$ cat config.mk
export PLATFORM = sky130hd
export DESIGN_NAME = shift_lane_sched_flat
export DESIGN_NICKNAME = d
export VERILOG_FILES = /design/src/rtl/shift_lane_sched_pkg.sv /design/src/rtl/shift_lane_sched_if.sv /design/src/rtl/shift_lane_sched_rr_arbiter.sv /design/src/rtl/shift_lane_sched.sv /design/src/flat_wrapper.sv
export SDC_FILE = /design/constraint.sdc
export NUM_CORES = 1
export LEC_CHECK = 0
export CAP_MARGIN = 15
export CORE_ASPECT_RATIO = 0.8
export CORE_MARGIN = 2
export CORE_UTILIZATION = 50
export CTS_CLUSTER_DIAMETER = 200
export DETAILED_ROUTE_END_ITERATION = 10
export GPL_TIMING_DRIVEN = 0
export HOLD_SLACK_MARGIN = 0.05
export PLACE_DENSITY = 0.94
export SLEW_MARGIN = 40
export SYNTH_ARGS = -nofsm -noshare
export SYNTH_HDL_FRONTEND = slang
export SYNTH_HIERARCHICAL = 1
export SYNTH_SLANG_ARGS = --single-unit
$ cat constraint.sdc
create_clock -name clk -period 4 [get_ports clk]
set_input_delay 0.6 -clock clk [delete_from_list [all_inputs] [get_ports clk]]
set_output_delay 0.6 -clock clk [all_outputs]
set_load 0.05 [all_outputs]
$ cat src/rtl/shift_lane_sched_pkg.sv
// Shared types and sizing helpers for the serial lane scheduler and its arbiter.
package shift_lane_pkg;

    typedef enum logic [0:0] {
        StIdle,
        StShift
    } state_e;

    localparam int unsigned DefNreq  = 4;
    localparam int unsigned DefWidth = 8;

    // Bits needed to index n items, never less than one.
    function automatic int unsigned clog2_min1(input int unsigned n);
        return (n <= 2) ? 1 : $clog2(n);
    endfunction

endpackage

$ cat src/rtl/shift_lane_sched_if.sv
// Requester/lane bundle: parallel word handshakes in, one serial lane plus status out.
interface shift_lane_sched_if #(
    parameter int unsigned NREQ  = shift_lane_pkg::DefNreq,
    parameter int unsigned WIDTH = shift_lane_pkg::DefWidth
);
    localparam int unsigned IdW = shift_lane_pkg::clog2_min1(NREQ);

    logic [NREQ-1:0]       req_valid;
    logic [NREQ*WIDTH-1:0] req_data;
    logic [NREQ-1:0]       req_ready;
    logic                  serial_out;
    logic                  shift_en;
    logic [IdW-1:0]        grant_id;
    logic                  busy;
    logic                  done;

    modport master (
        output req_valid, req_data,
        input  req_ready, serial_out, shift_en, grant_id, busy, done
    );

    modport slave (
        input  req_valid, req_data,
        output req_ready, serial_out, shift_en, grant_id, busy, done
    );

endinterface

$ cat src/rtl/shift_lane_sched_rr_arbiter.sv
// Combinational round-robin arbiter: search starts just after ptr_i and wraps.
module rr_arbiter
    import shift_lane_pkg::*;
#(
    parameter int unsigned NREQ = DefNreq,
    localparam int unsigned IdW = clog2_min1(NREQ)
) (
    input  logic [NREQ-1:0] req_i,
    input  logic [IdW-1:0]  ptr_i,
    output logic [NREQ-1:0] gnt_o,
    output logic [IdW-1:0]  idx_o,
    output logic            any_o
);

    int unsigned cand;

    always_comb begin
        gnt_o = '0;
        idx_o = '0;
        any_o = 1'b0;
        cand  = 0;
        for (int unsigned off = 1; off <= NREQ; off++) begin
            cand = (32'(ptr_i) + off) % NREQ;
            if (!any_o && req_i[cand]) begin
                any_o       = 1'b1;
                idx_o       = IdW'(cand);
                gnt_o[cand] = 1'b1;
            end
        end
    end

endmodule

$ cat src/rtl/shift_lane_sched.sv
// Round-robin scheduler serialising requester words LSB-first onto one lane.
// Optional macro PARITY_EN appends an even-parity bit to every frame.
module shift_lane_sched
    import shift_lane_pkg::*;
#(
    parameter int unsigned NREQ  = DefNreq,
    parameter int unsigned WIDTH = DefWidth
) (
    input logic               clk,
    input logic               rst,
    shift_lane_sched_if.slave bus
);

`ifdef PARITY_EN
    localparam int unsigned FrameLen = WIDTH + 1;
`else
    localparam int unsigned FrameLen = WIDTH;
`endif
    localparam int unsigned CntW = clog2_min1(FrameLen);
    localparam int unsigned IdW  = clog2_min1(NREQ);

    state_e              state_q, state_d;
    logic [FrameLen-1:0] shift_q, shift_d;
    logic [CntW-1:0]     cnt_q, cnt_d;
    logic [IdW-1:0]      grant_q, grant_d;
    logic [IdW-1:0]      ptr_q, ptr_d;
    logic                done_q, done_d;

    logic [NREQ-1:0]  arb_gnt;
    logic [IdW-1:0]   arb_idx;
    logic             arb_any;
    logic [WIDTH-1:0] win_word;

    rr_arbiter #(
        .NREQ(NREQ)
    ) u_arb (
        .req_i(bus.req_valid),
        .ptr_i(ptr_q),
        .gnt_o(arb_gnt),
        .idx_o(arb_idx),
        .any_o(arb_any)
    );

    assign win_word = bus.req_data[int'(arb_idx)*WIDTH +: WIDTH];

    always_comb begin
        state_d = state_q;
        shift_d = shift_q;
        cnt_d   = cnt_q;
        grant_d = grant_q;
        ptr_d   = ptr_q;
        done_d  = 1'b0;
        unique case (state_q)
            StIdle: begin
                // Ready is the grant itself, so any request here is a handshake.
                if (arb_any) begin
`ifdef PARITY_EN
                    shift_d = {^win_word, win_word};
`else
                    shift_d = win_word;
`endif
                    grant_d = arb_idx;
                    ptr_d   = arb_idx;
                    cnt_d   = '0;
                    state_d = StShift;
                end
            end
            StShift: begin
                shift_d = {1'b0, shift_q[FrameLen-1:1]};
                cnt_d   = cnt_q + 1'b1;
                if (cnt_q == CntW'(FrameLen - 1)) begin
                    state_d = StIdle;
                    done_d  = 1'b1;
                end
            end
            default: state_d = StIdle;
        endcase
    end

    always_ff @(posedge clk or posedge rst) begin
        if (rst) begin
            state_q <= StIdle;
            shift_q <= '0;
            cnt_q   <= '0;
            grant_q <= '0;
            ptr_q   <= IdW'(NREQ - 1);
            done_q  <= 1'b0;
        end else begin
            state_q <= state_d;
            shift_q <= shift_d;
            cnt_q   <= cnt_d;
            grant_q <= grant_d;
            ptr_q   <= ptr_d;
            done_q  <= done_d;
        end
    end

    // rst gates ready directly so no accept is advertised while reset is held.
    assign bus.req_ready  = (state_q == StIdle && !rst) ? arb_gnt : '0;
    assign bus.serial_out = (state_q == StShift) ? shift_q[0] : 1'b0;
    assign bus.shift_en   = (state_q == StShift);
    assign bus.busy       = (state_q == StShift);
    assign bus.grant_id   = grant_q;
    assign bus.done       = done_q;

endmodule

$ cat src/flat_wrapper.sv
// flat-port wrapper written by rule: the top's interface ports become plain ports
module shift_lane_sched_flat import shift_lane_pkg::*;
#(
    parameter int unsigned NREQ  = DefNreq,
    parameter int unsigned WIDTH = DefWidth
)
  (clk, rst, bus_req_valid, bus_req_data, bus_req_ready, bus_serial_out, bus_shift_en, bus_grant_id, bus_busy, bus_done);
  shift_lane_sched_if #(.NREQ(NREQ), .WIDTH(WIDTH)) bus_i ();
  input logic clk;
  input logic rst;
  input wire logic [$bits(bus_i.req_valid)-1:0] bus_req_valid;
  input wire logic [$bits(bus_i.req_data)-1:0] bus_req_data;
  output wire logic [$bits(bus_i.req_ready)-1:0] bus_req_ready;
  output wire logic [$bits(bus_i.serial_out)-1:0] bus_serial_out;
  output wire logic [$bits(bus_i.shift_en)-1:0] bus_shift_en;
  output wire logic [$bits(bus_i.grant_id)-1:0] bus_grant_id;
  output wire logic [$bits(bus_i.busy)-1:0] bus_busy;
  output wire logic [$bits(bus_i.done)-1:0] bus_done;
  assign bus_i.req_valid = bus_req_valid;
  assign bus_i.req_data = bus_req_data;
  assign bus_req_ready = bus_i.req_ready;
  assign bus_serial_out = bus_i.serial_out;
  assign bus_shift_en = bus_i.shift_en;
  assign bus_grant_id = bus_i.grant_id;
  assign bus_busy = bus_i.busy;
  assign bus_done = bus_i.done;
  shift_lane_sched #(.NREQ(NREQ), .WIDTH(WIDTH)) u_core (.clk(clk), .rst(rst), .bus(bus_i));
endmodule
* Yosys cells after proc, flatten, opt, wreduce, memory -nomap -nowiden *
Cells that the tools add are included.

word-level totals
  register bits = 17
  input port bits = 38
  word-level logic and storage cells = 78

operators by class
  $add $sub $neg = 5
  order comparisons = 8
  eq/ne operators = 2
  shift operators = 1
  mux-type cells = 39
  bitwise logic cells = 4
  reduce and logical (&&, ||, !) cells = 13

operators with widths
  kind                                                               count
  indexed part select 32 x 6 -> 8 bit                                1
  2-to-1 mux 4 bit                                                   5
  2-to-1 mux 1 bit                                                   17
  one-hot mux 8 bit (2 select lines)                                 1
  < comparator 2 x 3 -> 1 bit, second input constant                 4
  bitwise OR 4 bit                                                   3
  binary-select mux 1 bit (select 2 bit)                             4
  demux 1 bit (select 2 bit)                                         4
  greater-or-equal comparator 2 x 1 -> 1 bit, second input constant  4
  logical AND 1 bit                                                  8
  2-to-1 mux 2 bit                                                   4
  2-to-1 mux 8 bit                                                   1
  one-hot mux 3 bit (2 select lines)                                 1
  adder 2 x 1 -> 2 bit, second input constant                        2
  adder 2 bit, second input constant                                 2
  logical NOT 1 bit                                                  4
  adder 3 x 1 -> 3 bit, second input constant                        1
  equality test 3 bit, second input constant                         1
  2-to-1 mux 3 bit                                                   1
  inequality test 2 x 1 -> 1 bit, second input constant              1
  one-hot mux 1 bit (2 select lines)                                 1
  AND reduction 2 bit                                                1
  NOT 1 bit                                                          1

* Depth between registers and ports, before layout *
  depth in word-level cells = 16
  depth in mapped cells = 12
  depth with buffers taken out = 9

* Modules after synthesis *
Netlist, hierarchy kept.

modules (own cells, without submodules)
  module            times used  cells each  area an instance (µm²)  seq. area each (µm²)
  shift_lane_sched  1           88          970.9                   427.9
  rr_arbiter        1           68          525.5                   0.0

* Worst setup path after synthesis *
OpenSTA, ideal clock, no wires.

  path type = reg-to-output
  from = register u_core.ptr_q[0]
  to = output bus_req_ready[0]
  data arrival time = 2.196 ns
  data required time = 3.400 ns
  setup slack = 1.204 ns
  stages on the path, launching flop included = 10
  path buffers = 2
  cells stage by stage = dfstp_2 > buf_4 > inv_2 > ha_1 > buf_6 > mux2i_4 > nand2_1 > o21ai_1 > a221o_1 > and2_1

between the ends
  longest elaborated chain between the ends = 14
  elaborated cells on any way between the ends = 49
  classes of those cells = add/sub (4); order compare (8); mux (24); bitwise (3); reduce/logical (10)

RTL lines
  element                                                               line                               source
  from (decl)                                                           shift_lane_sched.sv:26             logic [IdW-1:0] ptr_q, ptr_d;
  from (signal assigned)                                                shift_lane_sched.sv:86             ptr_q <= IdW'(NREQ - 1);
  from (signal assigned)                                                shift_lane_sched.sv:93             ptr_q <= ptr_d;
  branches (longest 12 deep; another with < comparator 2 x 3 -> 1 bit)  n/a
  2-to-1 mux 4 bit *                                                    shift_lane_sched_rr_arbiter.sv:24  if (!any_o && req_i[cand]) begin
  net u_core.arb_gnt[0]                                                 shift_lane_sched.sv:29             logic [NREQ-1:0] arb_gnt;
  2-to-1 mux 4 bit *                                                    shift_lane_sched.sv:99             assign bus.req_ready = (state_q == StIdle && !rst) ? arb_gnt : '0;
  to (decl)                                                             flat_wrapper.sv:13                 output wire logic [$bits(bus_i.req_ready)-1:0] bus_req_ready;

Mark *: on every way through the listed nets, which the timed path passes. The select of a mux whose other input is x is not followed.

* Worst setup path after layout *
  from = register u_core.ptr_q[0]
  to = output bus_req_ready[1]

Same word-level chain as after synthesis.

==> summary by stage <==
Outcome
The run finished with clean final reports.

GRT
The largest net degree at the start of global routing is 18. The wire length of the first global-routing pass is 6070 µm. Global routing finished with a remaining overflow of 0. The global-route usage over all layers is 22.9%. The number of antenna violations at the first check in global routing is 0. The number of global-route vias before repair is 1,306.

Setup path
The largest fanout of any net on the critical path is 10. Walking the worst path, the cells encountered are buf_4 -> inv_2 -> ha_1 -> buf_6 -> mux2i_4 -> o21ai_1 -> a221o_1 -> and2_1 -> clkdlybuf4s50_1. At the worst endpoint, the arrival time is 3190 ps. For the worst setup path, the data required time is 3400 ps. The slack of the worst reg-to-reg path is 1120 ps. The endpoint type of the worst setup path is an output port. In this design, the stage delay of the slowest critical-path cell is 690 ps. The class of the most critical setup path is flip-flop to output port. In this design, the largest share of critical-path delay is due to buffers and inverters.

STA classifies the critical path startpoint as a flip-flop. Together, buffers and inverters on the worst path number 4. For this design, the slowest cell found on the critical path is sky130_fd_sc_hd__clkdlybuf4s50_1.

STA
Across all hold checks on the routed design, the worst slack comes to 494 ps. The worst setup slack after layout is 214 ps. The hold violation count in the final report is 0.

The maximum clock frequency is 0.264 GHz. Setup repair after global routing left no endpoint under its margin. For the finished layout, the period the worst path requires is 3790 ps.

The total of endpoints with negative setup slack in the final report is 0. The total negative slack for setup checks is 0 ps. The worst path uses 94.7% of the clock period. The transition time at the pin with the least slew margin is 647 ps. The number of pins with negative max-slew slack in the final report came to 0. On the final layout, the worst clock skew is 4.69 ps. In this run the tightest slew margin relative to its limit is 56.8%.

Place
At the end of routability-driven placement, the weighted congestion stood at 0.935. Buffers placed on the I/O ports in this run total 45. The placed instance area is 0.00199 mm². Timing analysis after detailed placement gives a worst setup slack of 263 ps. The HPWL after detailed placement is 2980 µm.

Power
The worst-case vdd ir drop is 324 µV. The power density of the placed cells is 724 mW/mm². The standby leakage power is 0.000893 µW.

Yosys
Summing the sequential cell areas from Yosys gives 28.6% of the chip area. Among all flip-flop cells after synthesis, the most frequent one is sky130_fd_sc_hd__dfrtp_1. The gate count of the mapped netlist is 156.

The most common cell in the netlist is sky130_fd_sc_hd__nand2_1. Yosys attributes the largest share of cell area to sky130_fd_sc_hd__dfrtp_1 (25%), sky130_fd_sc_hd__mux4_1 (8.8%), sky130_fd_sc_hd__ha_1 (8.4%). The synthesized design contains 17 register bits.

Of all cell types, the one taking the most synthesized area is sky130_fd_sc_hd__dfrtp_1. The share of synthesized area in the top cell type comes to 25.1%. The commonest cells after synthesis are sky130_fd_sc_hd__nand2_1 (33), sky130_fd_sc_hd__dfrtp_1 (15), sky130_fd_sc_hd__ha_1 (10), sky130_fd_sc_hd__inv_1 (8), sky130_fd_sc_hd__nor2_1 (8). In this run the cell area of the synthesized design comes to 0.00150 mm².

The share of synthesized registers carrying an async set or reset is 100%. During synthesis, Yosys emitted a total of 6 warnings. The average cell area after synthesis is 9.59 µm². The unique cell type count in the Yosys netlist is 42. The number of synthesized flops with an enable pin is 0. The net count of the mapped netlist is 204.

Die
The initial utilization of the core area, before any placement, comes to 53.3%. After floorplanning, the core was sized to cover 0.00281 mm². The die boundary width is 65.2 µm. The die is 52.9 µm tall. The die covers 0.00345 mm². After floorplanning, the core was divided into 17 placement rows.

The boundary pin count is 48.

Clocking
The count of buffers added by post-CTS timing repair for setup is 0. The buffer cell driving the clock tree root is sky130_fd_sc_hd__clkbuf_8. The clock tree from TritonCTS is done. The number of gates resized after CTS was 0. The number of buffers on the longest clock path is 2. The H-tree depth is 1.

The sink count of the clock tree is 17. The number of buffers created by CTS is 3. After clock tree synthesis, the clock-pin slew on the worst setup and hold paths is 70 ps. The clock insertion delay at the later pin of the skew report is 250 ps. The number of hold-repair buffers added at the cts stage is 0.

Route
The final route contains 1,421 vias. The first-pass detailed-route iteration total is 4. After the first detailed-routing iteration, the DRC count stood at 104. Dividing the detail-routed wire length by the instance count gives 15.2 µm.

The remaining antenna violation count after routing is 0. The routed wire length is 3700 µm. The number of remaining DRC errors is 0. The detail-routed via count per cell is 5.85.

Finish
The area growth from synthesis to layout is 36.4%. The count of inserted antenna diode cells is 0. The core utilization of the finished layout is 72.7%. The final instance area is 0.00204 mm². The post-route netlist has 12.7% of its cells at a drive strength greater than 1.

The number of nets in the finished design is 254.

Hold path
In this run the worst hold path is classified as flip-flop to flip-flop.

Run
The max-cap check violation count is 0.
-- kinds of logic (layout without fill, tap and decap cells) --
| kind of cell | Yosys count | after routing | synth area share (%) |
|---|---|---|---|
| AOI/OAI and AO/OA | 40 | 40 | 20.3 |
| and+or+nand+nor | 57 | 57 | 16.9 |
| adders and majority gates | 10 | 10 | 8.36 |
| buffers and inverters | 19 | 68 | 7.52 |
| muxes | 13 | 13 | 18.3 |
| DFF | 17 | 17 | 28.6 |
-- power breakdown --
part	total [µW]	switching, µW	leakage, µW	internal [µW]
sequential	331	70.6	0.000205	260
clock	130	60.8	0.0000255	69.1
combinational	1020	536	0.000663	480
total	1480	667	0.000893	809
-- sequential cells by signal, summed over array words and instances, names as in the netlist --
name and flops:
u_core/shift_q 8, u_core/cnt_q 3, u_core/bus.grant_id 2, u_core/ptr_q 2, u_core/bus.busy 1, u_core/bus.done 1
-- per-stage QoR --
step	cells	total power (µW)
3_3_place_gp	239	1290
6_report	243	1480
5_1_grt	243	1590
3_5_place_dp	239	1340
4_1_cts	243	1470
2_1_floorplan	156	1100
-- placed cells by master, fill, tap and decap left out, types with 3 or more instances in the layout --
cell type / Yosys / layout
sky130_fd_sc_hd__dfrtp_1: 15 / 15
sky130_fd_sc_hd__a2bb2oi_1: 3 / 3
sky130_fd_sc_hd__a221o_1: 4 / 4
sky130_fd_sc_hd__buf_6: 4 / 4
sky130_fd_sc_hd__and2_1: 6 / 6
sky130_fd_sc_hd__nand2_1: 33 / 33
sky130_fd_sc_hd__nor2_1: 8 / 8
sky130_fd_sc_hd__mux2i_1: 3 / 3
sky130_fd_sc_hd__a21oi_1: 7 / 7
sky130_fd_sc_hd__inv_1: 8 / 8
sky130_fd_sc_hd__o21ai_0: 5 / 5
sky130_fd_sc_hd__mux4_2: 4 / 4
sky130_fd_sc_hd__clkdlybuf4s50_1: 0 / 45
sky130_fd_sc_hd__ha_1: 10 / 10
sky130_fd_sc_hd__clkbuf_8: 0 / 3
sky130_fd_sc_hd__mux4_1: 5 / 5
sky130_fd_sc_hd__o21ai_1: 5 / 5
-- layout make-up --
class / count / area [µm²]
fill: 206 / 767
multi-input combinational: 120 / 956
inverter: 9 / 33.8
sequential: 17 / 428
tap: 38 / 47.5
clock inverter: 1 / 5.00
buffer: 10 / 78.8
timing repair buffer: 45 / 450
clock buffer: 3 / 41.3
-- worst reg2reg max path, stage by stage, from the launching register on --
cell and delay [ps]:
sky130_fd_sc_hd__dfstp_2 640, sky130_fd_sc_hd__buf_4 220, sky130_fd_sc_hd__inv_2 100, sky130_fd_sc_hd__nor4_1 250, sky130_fd_sc_hd__a21oi_1 100, sky130_fd_sc_hd__o22ai_2 310
sky130_fd_sc_hd__o31a_1 220, sky130_fd_sc_hd__buf_6 160, sky130_fd_sc_hd__mux4_1 560, sky130_fd_sc_hd__nand2_1 110, sky130_fd_sc_hd__a22oi_1 80
-- metal layers --
metal | vias to the layer above | part of all wire [%] | global-route usage [%]
met3 | 6 | 10 | 3.62
met5 | - | 0 | 0
met2 | 96 | 49 | 39.6
li1 | 667 | - | -
met4 | 0 | 1.2 | 3.82
met1 | 652 | 39 | 31.0
-- path summary, 6_finish.rpt --
path                                  from                 to  cells after the start
max                        u_core/ptr_q[0]   bus_req_ready[1]                      9
min                        u_core/cnt_q[0]    u_core/cnt_q[0]                      1
max reg2reg                u_core/ptr_q[0]  u_core/shift_q[0]                     10
min reg2reg                u_core/cnt_q[0]    u_core/cnt_q[0]                      1
max in group asynchronous              rst  u_core/shift_q[4]                      2
min in group asynchronous              rst    u_core/bus.busy                      2
Power figures use the tool's default switching activity.
==> patch 1 (same settings) <==
`DefWidth`: 8 -> 10.
--- a/src/rtl/shift_lane_sched_pkg.sv
+++ b/src/rtl/shift_lane_sched_pkg.sv
@@ -8,5 +8,5 @@
 
     localparam int unsigned DefNreq  = 4;
-    localparam int unsigned DefWidth = 8;
+    localparam int unsigned DefWidth = 10;
 
     // Bits needed to index n items, never less than one.
Interface: changed (resized bus_req_data); port bits go from 48 to 56. The function was not compared with the original's and may differ.
==> patch 1 against the unedited design <==
  * Design area grew 16%
  * Synthesized cell count grew 14%
  * Via count grew 8.3%
  * Area after synthesis grew 16%
  * Wire length shrank 2.8%
  * Total power grew 1.3%
  * Cell count grew 14%
  * Sequential cell count grew 3
  * Setup slack gained 31 ps
  * Sequential share of layout area grew 0.31 points
  * Largest cell class unchanged
==> patch 1: results (changes against the unedited design) <==
stage	metric	value	unit	change
outcome	status	complete, no violations		
timing	slew_headroom	0.672		+0.104
layout	multi_input_area_share	0.473		+0.00484
layout	diodes	0		unchanged
layout	seqCellArea	503	µm²	+18%
yosys	yosysUniqueCellTypes	46		+9.5%
yosys	seq_area_frac_synth	0.290		+0.00388
layout	final_layout_size_suffix_gt1_frac	0.106		-0.0204
place	hpwl	2.71	mm	-9.1%
yosys	synth_commonest_cells	37 x nand2_1, 18 x dfrtp_1, 10 x a21oi_1, 10 x ha_1		
layout	seq_cells	20		+3
floorplanning	rows	19		+2
power	ir_worst_vdd	0.378	mV	+17%
timing	fin_skew	2.41	ps	-2.29 ps
clock_network	insertion_delay	250	ps	about the same
place	numPortBuffers	53		+18%
power	p_sw	0.645	mW	-3.3%
layout	multi_input_cells	138		+15%
layout	final.fill_count	245		+19%
place	place_area	0.00232	mm²	+16%
place	globalplace.congestion	0.938		+0.30%
layout	inv_count	8		-1
critical_path	crit_fanout	8		-2
drt	via_per_inst	5.56		-5.0%
power	leakage	0.997	nW	+12%
layout	nets	292		+15%
layout	buf_share	0.260		+0.000576
power	seqPwrFrac	0.243		+0.019
layout	seq_share	0.213		+0.00312
yosys	ys_warn_count	6		unchanged
critical_path	cp.arrival	3150	ps	-40 ps
layout	final-clk-cell-share	0.0191		-0.00363
critical_path	critical_path.max_stage_delay	790	ps	+100 ps
global_route	grt_max_degree	21		+3
global_route	grt_usage	0.188		-0.0404
global_route	grt_pass1_vias	1350		+3.4%
power	power	1.50	mW	+1.3%
layout	n_all_buffers	65		+18%
drt	first_pass_iters	4		unchanged
layout	largestRegisters	u_core/shift_q (10), u_core/cnt_q (4)		
yosys	syn_nets	234		+15%
drt	totalWireLength	3.59	mm	-2.8%
layout	nClkBuffers	4		+1
-- patch 1: changes by cell type in the layout (fill, tap and decap cells not counted), moves of 3 or more --
cell / unedited run / this run
clkbuf_1: 1 / 5
clkdlybuf4s50_1: 45 / 53
mux4_1: 5 / 9
nor3b_1: 0 / 5
nand2_1: 33 / 37
a2bb2oi_1: 3 / 0
a21oi_1: 7 / 10
dfrtp_1: 15 / 18
-- patch 1: cell families (layout without fill, tap and decap cells) --
group                    count (synthesis)  after routing  share of synthesized area
flip-flops                              20             20                      0.290
adder cells (fa/ha/maj)                 10             10                     0.0721
multiplexers                            17             17                      0.205
AO/OA/AOI/OAI                           39             39                      0.168
AND/OR/NAND/NOR                         72             72                      0.200
buffers and inverters                   20             77                     0.0656
-- patch 1: layer usage --
| layer | vias to the layer above | GRT usage | routed length, µm |
|---|---|---|---|
| met5 | - | 0 | 0 |
| met4 | 0 | 0.0412 | 5 |
| met3 | 2 | 0.0287 | 304 |
| met2 | 81 | 0.299 | 1690 |
| met1 | 694 | 0.274 | 1600 |
| li1 | 762 | - | - |
-- patch 1: through the flow --
stage	std cells	hold WS (ps)	setup WS, ps
5_1_grt	277	503	93.6
6_report	277	477	245
4_1_cts	277	488	261
3_3_place_gp	273	457	307
2_1_floorplan	178	444	1200
3_5_place_dp	273	475	263
-- patch 1: worst paths after layout --
path / start / endpoint / slack (ps) / cells past startpoint
setup / recovery: bus_req_valid[3] / bus_req_ready[1] / 250 / 8
hold / removal: u_core/cnt_q[3] / u_core/cnt_q[3] / 480 / 1
setup reg to reg: u_core/ptr_q[0] / u_core/shift_q[7] / 1070 / 12
hold reg to reg: u_core/cnt_q[3] / u_core/cnt_q[3] / 480 / 1
max in group asynchronous: rst / u_core/ptr_q[0] / 3000 / 2
min in group asynchronous: rst / u_core/bus.busy / 680 / 2
==> patch 2 (config.mk and constraints unchanged) <==
Made on the original files. Take the reset off `shift_q` and load it in a clocked block of its own.
--- a/src/rtl/shift_lane_sched.sv
+++ b/src/rtl/shift_lane_sched.sv
@@ -81,5 +81,4 @@
         if (rst) begin
             state_q <= StIdle;
-            shift_q <= '0;
             cnt_q   <= '0;
             grant_q <= '0;
@@ -88,5 +87,4 @@
         end else begin
             state_q <= state_d;
-            shift_q <= shift_d;
             cnt_q   <= cnt_d;
             grant_q <= grant_d;
@@ -94,4 +92,8 @@
             done_q  <= done_d;
         end
+    end
+
+    always_ff @(posedge clk) begin
+        shift_q <= shift_d;
     end
 
Formal check against the unedited RTL: no difference found for any inputs over 10 cycles, from zero or initial values and one cycle with rst high; that may be too few to reach the edited logic, so the function may still have changed.
==> patch 2 against the unedited design <==
  * Sequential cell count unchanged
  * Total power increased by 1.9%
  * Sequential power increased by 3%
  * Register-to-register slack got worse by 80 ps
  * Design area increased by 2.3%
  * Area after synthesis increased by 3.1%
  * Setup slack improved by 36 ps
  * Hold slack improved by 15 ps
  * Wire length decreased by 6.3%
  * Count of clock-buffer cells in the layout increased by 1
  * Critical path type is now in -> out
  * Largest cell class unchanged
  * Largest power group unchanged
==> patch 2: results (changes against the unedited design) <==
stage	metric	value	unit	change
drt	wl_per_cell	14.1	µm	-7.5%
yosys	synth.area.top_cells	edfxtp_1 16%, dfrtp_1 11%, ha_1 8.1%		
yosys	synth_commonest_cells	22 x nand2_1, 12 x inv_1, 10 x ha_1		
layout	finalNonFillerCells	246		+1.2%
timing	fmax	0.267	GHz	+0.95%
timing	hold_slack	509	ps	+14.8 ps
critical_path	crit_start	bus_req_valid[3]		
yosys	yosysUniqueCellTypes	40		-4.8%
critical_path	reg2reg_slack	1040	ps	-80 ps
layout	nets	255		+0.39%
critical_path	r2r_end	u_core/shift_q[1]		
place	place_area	0.00204	mm²	+2.4%
critical_path	crit_fanout	8		-2
layout	final_layout_size_suffix_gt1_frac	0.160		+0.0334
yosys	synthFlopType	edfxtp_1		
layout	area_growth	35.4	%	
outcome	status	complete, no violations		
place	dp_cells	242		+1.3%
global_route	grt_pass1_wl	5.74	mm	-5.4%
timing	fin_skew	1.43	ps	-3.26 ps
layout	final.fill_count	234		+14%
global_route	grt_usage	0.211		-0.0171
place	globalplace.congestion	0.784		-16%
yosys	synthArstFlopShare	0.529		-0.471
power	leakage	0.840	nW	-6.0%
power	ir_worst_vdd	0.412	mV	+27%
place	pre_cts_ws	267	ps	+3.33 ps
yosys	synth_edf_count	8		+8
global_route	grt_pass1_vias	1227		-6.0%
## patch 2: changes by cell type after synthesis, moves of 6 or more
cell / delta
edfxtp_1: +8
mux2i_1: +6
nand2_1: -11
a221oi_2: +7
a211oi_1: +7
dfrtp_1: -8
nor2b_1: +6
## patch 2: cell families after synthesis
| group | Yosys count | synth area share |
|---|---|---|
| simple gates | 55 | 0.181 |
| compound gates | 40 | 0.241 |
| buf+inv | 22 | 0.0843 |
| flops | 17 | 0.303 |
| mux | 13 | 0.109 |
| fa+ha+maj | 10 | 0.0811 |
## patch 2: routing by layer
metal | track usage | up-vias | part of all wire
met5 | 0 | - | 0
met4 | 0.0612 | 0 | 0.015
met3 | 0.0335 | 6 | 0.061
met2 | 0.325 | 66 | 0.47
met1 | 0.309 | 647 | 0.46
li1 | - | 664 | -
## patch 2: worst min path at each step
stage,from,end
finish,u_core/cnt_q[2],u_core/cnt_q[2]
global route,u_core/cnt_q[2],u_core/cnt_q[2]
CTS,u_core/cnt_q[2],u_core/cnt_q[2]
detailed placement,u_core/cnt_q[1],u_core/cnt_q[1]
global placement,u_core/cnt_q[1],u_core/cnt_q[1]
floorplan,rst,u_core/bus.busy
## patch 2: power breakdown
group | internal (mW) | switching (mW) | leakage [nW]
combinational | 0.475 | 0.565 | 0.621
clock | 0.0705 | 0.0523 | 0.0228
sequential | 0.283 | 0.0594 | 0.196
total | 0.828 | 0.676 | 0.840
## patch 2: layout make-up
type | instances | area share
Sequential cell | 17 | 0.224
Buffer | 9 | 0.0389
Tap cell | 40 | 0.0240
Clock buffer | 4 | 0.0216
Inverter | 13 | 0.0234
Multi-Input combinational cell | 118 | 0.452
Timing Repair Buffer | 45 | 0.216
